<file path="config.mk">
export PLATFORM = sky130hd
export DESIGN_NAME = sync_updown_counter
export DESIGN_NICKNAME = d
export VERILOG_FILES = /design/src/rtl/cnt_pkg.sv /design/src/rtl/cnt_next_val.sv /design/src/rtl/sync_updown_counter.sv
export SDC_FILE = /design/constraint.sdc
export NUM_CORES = 1
export LEC_CHECK = 0
export BUFFER_PORTS_ARGS = -buffer_cell sky130_fd_sc_hd__buf_2
export CAP_MARGIN = 30
export CORE_AREA = 5 5 42 44
export DETAILED_ROUTE_END_ITERATION = 6
export DIE_AREA = 0 0 47 49
export GPL_TIMING_DRIVEN = 1
export PLACE_DENSITY = 0.56
export SLEW_MARGIN = 5
export SYNTH_ARGS = -nofsm -noshare
export SYNTH_HDL_FRONTEND = slang
export SYNTH_SLANG_ARGS = --single-unit
export TNS_END_PERCENT = 1
</file>
<file path="constraint.sdc">
create_clock -name clk -period 5.6 [get_ports clk]
set_input_delay 0.28 -clock clk [delete_from_list [all_inputs] [get_ports clk]]
set_output_delay 0.28 -clock clk [all_outputs]
set_load 0.005 [all_outputs]
</file>
<file path="src/rtl/cnt_pkg.sv">
// Shared encodings and helpers for the modulo-N up/down counter.
// Imported by the counter RTL and its bench.
package cnt_pkg;

  localparam logic CNT_UP   = 1'b1;
  localparam logic CNT_DN   = 1'b0;
  localparam logic CNT_WRAP = 1'b0;
  localparam logic CNT_SAT  = 1'b1;

  function automatic int clog2(input int n);
    int r;
    r = 0;
    while ((1 << r) < n) r++;
    return r;
  endfunction

endpackage

</file>
<file path="src/rtl/cnt_next_val.sv">
// Next-count and end-of-range logic for the modulo-N counter.
// Purely combinational; the register lives in the top.
module cnt_next_val
  import cnt_pkg::*;
#(
  parameter int WIDTH   = 4,
  parameter int MODULUS = 16
) (
  input  logic [WIDTH-1:0] q,
  input  logic             up,
  input  logic             sat,
  output logic [WIDTH-1:0] nxt,
  output logic             eor
);

  localparam logic [WIDTH-1:0] MAXV = WIDTH'(MODULUS - 1);
  localparam logic [WIDTH-1:0] ONE  = WIDTH'(1);

  // +1/-1 are only taken away from the range ends, so they never overflow
  always_comb begin
    nxt = q;
    eor = 1'b0;
    if (up == CNT_UP) begin
      eor = (q == MAXV);
      if (!eor)
        nxt = q + ONE;
      else if (sat == CNT_WRAP)
        nxt = '0;
    end else begin
      eor = (q == '0);
      if (!eor)
        nxt = q - ONE;
      else if (sat == CNT_WRAP)
        nxt = MAXV;
    end
  end

endmodule

</file>
<file path="src/rtl/sync_updown_counter.sv">
// Synchronous modulo-N up/down counter with load, clear,
// wrap/saturate mode and cascade carry.
module sync_updown_counter
  import cnt_pkg::*;
#(
  parameter int WIDTH     = 4,
  parameter int MODULUS   = 16,
  parameter int RESET_VAL = 0
) (
  input  logic             clk,
  input  logic             rst_n,
  input  logic             clr,
  input  logic             load,
  input  logic [WIDTH-1:0] d,
  input  logic             en,
  input  logic             ci,
  input  logic             up,
  input  logic             sat,
  output logic [WIDTH-1:0] q,
  output logic             tc,
  output logic             load_err
);

  if (WIDTH < 1 || WIDTH > 16) begin : g_bad_width
    $error("sync_updown_counter: WIDTH out of range");
  end
  if (MODULUS < 2 || MODULUS > (1 << WIDTH)) begin : g_bad_mod
    $error("sync_updown_counter: MODULUS out of range");
  end
  if (RESET_VAL < 0 || RESET_VAL >= MODULUS) begin : g_bad_rst
    $error("sync_updown_counter: RESET_VAL out of range");
  end

  localparam logic [WIDTH-1:0] RV   = WIDTH'(RESET_VAL);
  localparam logic [WIDTH-1:0] MAXV = WIDTH'(MODULUS - 1);
  localparam logic [WIDTH:0]   MODW = (WIDTH+1)'(MODULUS);

  logic [WIDTH-1:0] nxt;
  logic             eor;
  logic             cnt;
  logic             d_bad;

  cnt_next_val #(
    .WIDTH  (WIDTH),
    .MODULUS(MODULUS)
  ) u_nxt (
    .q  (q),
    .up (up),
    .sat(sat),
    .nxt(nxt),
    .eor(eor)
  );

  // extra bit keeps MODULUS = 2**WIDTH representable
  assign d_bad = ({1'b0, d} >= MODW);
  assign cnt   = en & ci;
  assign tc    = cnt & eor;

  always_ff @(posedge clk or negedge rst_n) begin
    if (!rst_n) begin
      q        <= RV;
      load_err <= 1'b0;
    end else begin
      load_err <= 1'b0;
      priority case (1'b1)
        clr: q <= '0;
        load: begin
          q        <= d_bad ? MAXV : d;
          load_err <= d_bad;
        end
        cnt:     q <= nxt;
        default: q <= q;
      endcase
    end
  end

endmodule
</file>
==> metrics.csv, run 1 <==
stage,metric,value,unit
run_status,outcome,"complete, no violations",
pwr,peak supply drop,0.000165,V
worst_hold_path,worst hold-check path type,in -> reg,
logic_synthesis,number of flops mapped to enable cells by yosys,0,
logic_synthesis,Synth Area in XOR/XNOR,0.0196,
routing,routed vias,432,
logic_synthesis,sequential-to-total area share from yosys stat,0.224,
logic_synthesis,largest family of logic cells by synthesized area,compound AO/OA/AOI/OAI gates,
pwr,Sw Ratio,0.329,
global_routing,number of global-route vias before repair,382,
global_routing,total track usage,0.0967,
setup_path,Setup crit end kind,flop,
logic_synthesis,mux share of post-synthesis cell area,0.0672,
clock_network,post-CTS resize count,0,
pwr,share of power burned in combinational logic,0.361,
setup_path,crit-path max FO,9,
floorplanning,Initial Utilization,0.319,
clock_network,H-Tree Depth,1,
final_layout,Inserted Diodes,0,
final_layout,Area growth syn-to-layout,23.2,%
timing,Final Hold Vio Count,0,
floorplanning,Die H,49,um
global_routing,antenna violations before repair,0,
pwr,Flop pwr share,0.341,
pwr,Pleak,0.251,nW
logic_synthesis,post-synth cell types,31,
logic_synthesis,largest cells by area after synthesis,"dfrtp_1 22%, a21oi_1 6.7%, mux2i_1 6.7%",
floorplanning,Std-Cell Rows,14,
logic_synthesis,Mapped Avg Cell Area,8.93,sq um
final_layout,FILL cells,155,
setup_path,family with the most delay on the worst path,simple AND/OR/NAND/NOR gates,
placement,routability cong.,0.708,
global_routing,Overflow after GRT,0,
final_layout,"Most flops, register",q,
routing,wire per inst,12.1,um
final_layout,Util after Layout,0.393,
floorplanning,I/O Pins,18,
clock_network,Post-CTS Hold Buffers,1,
logic_synthesis,Syn. warnings,0,
final_layout,Sequential Area,100,sq um
timing,Tmin final,2.14,ns
timing,# setup viols final,0,
setup_path,Bufs and invs on worst path,1,
final_layout,multi-input logic area,295,sq um
global_routing,first-pass GRT wire length,1680,um
setup_path,Crit Path Category,reg -> reg,
clock_network,number of clock sinks,4,
logic_synthesis,Mapped Cells,50,
clock_network,CTS tree,yes,
logic_synthesis,largest area contributor in the netlist,dfrtp_1,
clock_network,CTS buffer count,3,
final_layout,registers with the highest flip-flop counts,q (4),
final_layout,Nets,82,
floorplanning,die area,0.00230,sq mm
placement,Placement Setup Slack,3.48,ns
routing,WL final,995,um
routing,DRT antenna net count,0,
flow_run,Max-Cap Viols,0,
floorplanning,Die Width,47,um
routing,DR vias/cell,5.27,
routing,Iteration-0 DRC Markers,4,
routing,Detailed Routing Iterations Pass 1,4,
pwr,PD cells,211,mW/mm^2
timing,Final Cycle Share,0.382,
worst_hold_path,HP Start,clr,
setup_path,R2R Path Start,q[0],
logic_synthesis,Synth top area share,0.224,
clock_network,number of buffers added for setup after CTS,0,
clock_network,worst-case clock buffer depth,2,
logic_synthesis,Compound-Gate Fraction of Synth Area,0.356,
logic_synthesis,Synth Area in Adders,0.0560,
placement,port bufs,16,
setup_path,Critical Path RT,5.75,ns
logic_synthesis,Post-synth top flop,dfrtp_1,
routing,DRC,0,
setup_path,worst-path cell chain,inv_1 > ha_1 > or4b_4 > a2111oi_4 > or2_4 > mux2i_1,
logic_synthesis,Post-synth ARST share,1.00,
timing,worst setup margin,3.46,ns
timing,setup TNS,0,ns
pwr,clock share of power,0.298,
timing,fmax,468,MHz
floorplanning,Core ar.,0.00140,sq mm
logic_synthesis,Synth Register Bits,4,
clock_network,CTS Root Cell,clkbuf_4,
final_layout,max FFs per register,4,
logic_synthesis,Post-Syn Nets,64,
setup_path,crit start category,flop,
timing,unrepaired setup endpoints after global routing,no,
setup_path,CP max stage delay,0.50,ns
setup_path,CP Data Arrival Time,2.29,ns
timing,Clock Skew,0.00284,ns
clock_network,clk slew on worst S/H paths,0.04,ns
timing,"Slew Viols, Final",0,
clock_network,worst skew pair latency,0.23,ns
global_routing,largest net degree at the start of global routing,11,
pwr,Pint,78.1,uW
logic_synthesis,Synth Area in Simple Gates,0.154,
setup_path,crit path from,q[0],
final_layout,share of cells above drive strength 1,0.379,
final_layout,"most common cell after layout, fill and taps aside",buf_2,
pwr,NetSw,38.3,uW
setup_path,CP max-delay cell,or4b_4,
logic_synthesis,post-synthesis cell area,447,sq um
placement,HPWL after DPL,799,um
final_layout,most frequent cells in the layout,"16 x buf_2, 6 x inv_1, 6 x a21oi_1, 4 x dfrtp_1",
## worst reg2reg max path, stage by stage (launching register included)
cell,delay (ns)
dfrtp_1,0.46
inv_1,0.12
ha_1,0.20
or4b_4,0.50
a2111oi_4,0.40
or2_4,0.21
mux2i_1,0.18
## kinds of logic after synthesis
group                    count (synthesis)
flip-flops                               4
other                                    1
adder cells (fa/ha/maj)                  2
XOR/XNOR                                 1
AO/OA/AOI/OAI                           19
multiplexers                             3
buffers and inverters                   10
AND/OR/NAND/NOR                         10
## metal layers
layer | track usage | part of all wire
met5 | 0 | 0
met2 | 0.124 | 0.47
met3 | 0.0369 | 0.063
met1 | 0.146 | 0.47
met4 | 0.0276 | 0
## power by group through the flow
stage / Clock [mW] / Combinational, mW / Sequential, mW
floorplan: 0 / 0.0318 / 0.0381
global route: 0.0392 / 0.0473 / 0.0409
global placement: 0 / 0.0423 / 0.0400
CTS: 0.0365 / 0.0425 / 0.0396
detailed placement: 0 / 0.0414 / 0.0400
finish: 0.0347 / 0.0420 / 0.0397
## through the flow
step | area, sq um | total power [mW] | cells | hold slack, ns
finish | 551 | 0.116 | 82 | 0.312
detailed placement | 518 | 0.0815 | 78 | 0.0884
floorplan | 447 | 0.0699 | 50 | -0.0156
global route | 551 | 0.127 | 82 | 0.318
CTS | 551 | 0.119 | 82 | 0.309
global placement | 518 | 0.0823 | 78 | 0.0863
## cells in the mapped netlist, types with 2 or more instances
| cell | count |
|---|---|
| nand4_1 | 2 |
| mux2i_1 | 3 |
| buf_2 | 2 |
| dfrtp_1 | 4 |
| ha_1 | 2 |
| inv_1 | 6 |
| o31ai_1 | 2 |
| a21oi_1 | 6 |
## layout make-up
type / count / area share
clock buffers: 3 / 0.0409
inverters: 6 / 0.0409
multi-input cells: 36 / 0.536
well taps: 16 / 0.0364
flip-flops and latches: 4 / 0.182
repair buffers: 17 / 0.164
## final timing paths
| path | slack, ns | cells after the start | endpoint |
|---|---|---|---|
| worst min-delay path | 0.31 | 2 | q[3] |
| worst max register to register | 3.46 | 6 | q[0] |
| max in group asynchronous | 5.10 | 2 | q[1] |
| worst min register to register | 0.66 | 1 | q[1] |
| min in group asynchronous | 0.38 | 2 | q[2] |
| worst max-delay path | 3.46 | 6 | q[0] |
(Power assumes the default switching activity.)
==> run 2, diff against run 1 <==
ABC_AREA = 1   (was unset)
PLACE_DENSITY = 0.57   (was 0.56)
clock period = 2 ns   (was 5.6 ns; I/O delays follow)
==> metrics.csv, run 2 <==
stage,metric,value,unit,change
run_status,outcome,"complete, no violations",,
final_layout,most frequent cells in the layout,"27 x nand2_1, 16 x buf_2, 12 x nor2_1, 9 x inv_1, 6 x nand3_1",,
logic_synthesis,Post-synth top flop,dfrtp_1,,
pwr,Flop pwr share,0.351,,+0.010
floorplanning,Die Width,47,um,unchanged
pwr,NetSw,113,uW,+190%
routing,WL final,1090,um,+9.5%
timing,unrepaired setup endpoints after global routing,no,,
global_routing,Overflow after GRT,0,,unchanged
clock_network,clk slew on worst S/H paths,0.03,ns,about the same
worst_hold_path,worst hold-check path type,in -> reg,,
setup_path,cells on worst reg2reg path,6,,unchanged
setup_path,Crit Path Category,reg -> out,,
timing,Final Cycle Share,0.811,,
logic_synthesis,Post-synth top cells,"27 x nand2_1, 12 x nor2_1, 9 x inv_1",,
global_routing,first-pass GRT wire length,1930,um,+15%
setup_path,reg2reg end,q[1],,
routing,Iteration-0 DRC Markers,5,,+1
logic_synthesis,Syn. warnings,0,,unchanged
logic_synthesis,sequential-to-total area share from yosys stat,0.220,,-0.00431
setup_path,crit-path max FO,7,,-2
logic_synthesis,Compound-Gate Fraction of Synth Area,0.0934,,-0.262
logic_synthesis,Post-synth ARST share,1.00,,unchanged
routing,Detailed Routing Iterations Pass 1,4,,unchanged
flow_run,Max-Cap Viols,0,,unchanged
global_routing,number of global-route vias before repair,454,,+19%
clock_network,number of clock sinks,4,,unchanged
setup_path,Setup crit end kind,output pin,,
floorplanning,Die H,49,um,unchanged
final_layout,"Most flops, register",q,,
logic_synthesis,largest family of logic cells by synthesized area,simple AND/OR/NAND/NOR gates,,
routing,DRC,0,,unchanged
final_layout,max FFs per register,4,,unchanged
final_layout,share of cells above drive strength 1,0.240,,-0.139
setup_path,CP Data Arrival Time,1.52,ns,-0.77 ns
clock_network,number of buffers added for setup after CTS,0,,unchanged
logic_synthesis,mux share of post-synthesis cell area,0,,-0.0672
floorplanning,die area,0.00230,sq mm,unchanged
setup_path,Critical Path RT,1.90,ns,-3.85 ns
logic_synthesis,Synth Area in Adders,0.0549,,-0.00108
logic_synthesis,post-synth cell types,19,,-39%
setup_path,worst setup path end,tc,,
logic_synthesis,Synth top area share,0.223,,-0.00156
clock_network,H-Tree Depth,1,,unchanged
clock_network,worst-case clock buffer depth,2,,unchanged
timing,fmax,616,MHz,
pwr,Pint,205,uW,+160%
pwr,share of power burned in combinational logic,0.340,,-0.021
clock_network,CTS tree,yes,,
clock_network,CTS Root Cell,clkbuf_4,,
logic_synthesis,most common cell in the synthesized netlist,nand2_1,,
global_routing,largest net degree at the start of global routing,10,,-1
logic_synthesis,Mapped Avg Cell Area,5.77,sq um,-35%
pwr,Pleak,0.315,nW,+26%
routing,routed vias,504,,+17%
timing,Clock Skew,0.00491,ns,+0.00207 ns
logic_synthesis,Synth Register Bits,4,,unchanged
clock_network,CTS buffer count,3,,unchanged
final_layout,"most common cell after layout, fill and taps aside",nand2_1,,
floorplanning,I/O Pins,18,,unchanged
final_layout,Nets,112,,+37%
setup_path,r2r setup slk,0.53,ns,-2.93 ns
timing,Tmin final,1.62,ns,
placement,HPWL after DPL,878,um,+9.9%
global_routing,antenna violations before repair,0,,unchanged
pwr,clock share of power,0.309,,+0.011
setup_path,R2R Path Start,q[0],,
final_layout,registers with the highest flip-flop counts,q (4),,
setup_path,crit start category,flop,,
pwr,PD cells,564,mW/mm^2,+170%
logic_synthesis,Mapped Cells,79,,+58%
routing,wire per inst,9.73,um,-20%
worst_hold_path,Hold Path Depth,3,,+1
floorplanning,Core ar.,0.00140,sq mm,unchanged
logic_synthesis,largest cells by area after synthesis,"nand2_1 22%, dfrtp_1 22%, nor2_1 9.9%",,
logic_synthesis,Synth Area in XOR/XNOR,0,,-0.0196
routing,DR vias/cell,4.50,,-15%
timing,# setup viols final,0,,unchanged
pwr,Sw Ratio,0.354,,+0.0254
pwr,Total Power,318,uW,+170%
clock_network,worst skew pair latency,0.24,ns,about the same
timing,setup TNS,0,ns,unchanged
logic_synthesis,largest area contributor in the netlist,nand2_1,,
clock_network,post-CTS resize count,0,,unchanged
routing,DRT antenna net count,0,,unchanged
pwr,peak supply drop,0.000509,V,+210%
timing,"Slew Viols, Final",0,,unchanged
clock_network,Post-CTS Hold Buffers,1,,unchanged
logic_synthesis,Post-Syn Nets,93,,+45%
floorplanning,Initial Utilization,0.325,,+0.00625
logic_synthesis,number of flops mapped to enable cells by yosys,0,,unchanged
floorplanning,Std-Cell Rows,14,,unchanged
logic_synthesis,post-synthesis cell area,455,sq um,+2.0%
placement,port bufs,16,,unchanged
final_layout,Inserted Diodes,0,,unchanged
setup_path,crit path from,q[1],,
placement,routability cong.,0.792,,+12%
logic_synthesis,Synth Area in Simple Gates,0.489,,+0.335
global_routing,total track usage,0.118,,+0.0210
final_layout,Area growth syn-to-layout,23.9,%,
final_layout,FILL cells,162,,+4.5%
timing,Final Hold Vio Count,0,,unchanged
-- run 2: cell types whose count changed in the layout (fill, tap and decap cells not counted), moves of 3 or more --
cell / change
a21oi_1: -4
inv_1: +3
mux2i_1: -3
nand2_1: +26
nand3_1: +6
nor2_1: +11
o21ai_0: +4
-- run 2: area by class of cell --
type                    instances  area, sq um  share of cell area
clock buffers                   3         22.5              0.0399
multi-input cells              62          294               0.521
flip-flops and latches          4          100               0.177
inverters                      10         37.5              0.0665
well taps                      16         20.0              0.0355
repair buffers                 17         90.1               0.160
-- run 2: worst min path at each step --
stage	slack (ns)	start	to
after floorplan	-0.20	rst_n	q[0]
after detailed placement	-0.09	rst_n	q[0]
after global placement	-0.09	rst_n	q[1]
final	0.20	d[1]	q[1]
after CTS	0.19	rst_n	q[2]
after global routing	0.20	rst_n	q[2]
-- run 2: cells by family (layout without fill, tap and decap cells) --
kind of cell / Yosys count / in the layout
adder cells (fa/ha/maj): 2 / 2
other: 1 / 1
buffers and inverters: 13 / 30
AO/OA/AOI/OAI: 8 / 8
flip-flops: 4 / 4
AND/OR/NAND/NOR: 51 / 51
-- run 2: power by group through the flow --
stage,Clock [mW],Sequential [mW],Combinational [mW]
5_1_grt,0.119,0.115,0.127
4_1_cts,0.102,0.112,0.110
3_5_place_dp,0,0.112,0.108
6_report,0.0984,0.112,0.108
3_3_place_gp,0,0.112,0.108
2_1_floorplan,0,0.106,0.0821
-- run 2: critical path, stage by stage (launching register included) --
cell and delay (ns):
dfrtp_1 0.44, ha_1 0.24, nand3_1 0.13, nor2_1 0.18
inv_1 0.06, a21oi_1 0.12, buf_2 0.12
-- run 2: layer usage --
metal,vias to the layer above,part of all wire,global-route usage
met4,0,0.017,0.0553
met3,5,0.069,0.0664
li1,282,-,-
met2,12,0.48,0.165
met5,-,0,0
met1,205,0.43,0.141
-- run 2: per-stage QoR --
| step | std cells | hold slack (ns) | setup slack, ns | utilization | cell area [sq um] |
|---|---|---|---|---|---|
| 6_report | 112 | 0.197 | 0.377 | 0.403 | 564 |
| 4_1_cts | 112 | 0.194 | 0.366 | 0.403 | 564 |
| 3_3_place_gp | 108 | -0.0923 | 0.521 | 0.379 | 532 |
| 2_1_floorplan | 79 | -0.196 | 0.642 | - | 455 |
| 3_5_place_dp | 108 | -0.0942 | 0.521 | 0.379 | 532 |
| 5_1_grt | 112 | 0.196 | 0.176 | 0.403 | 564 |
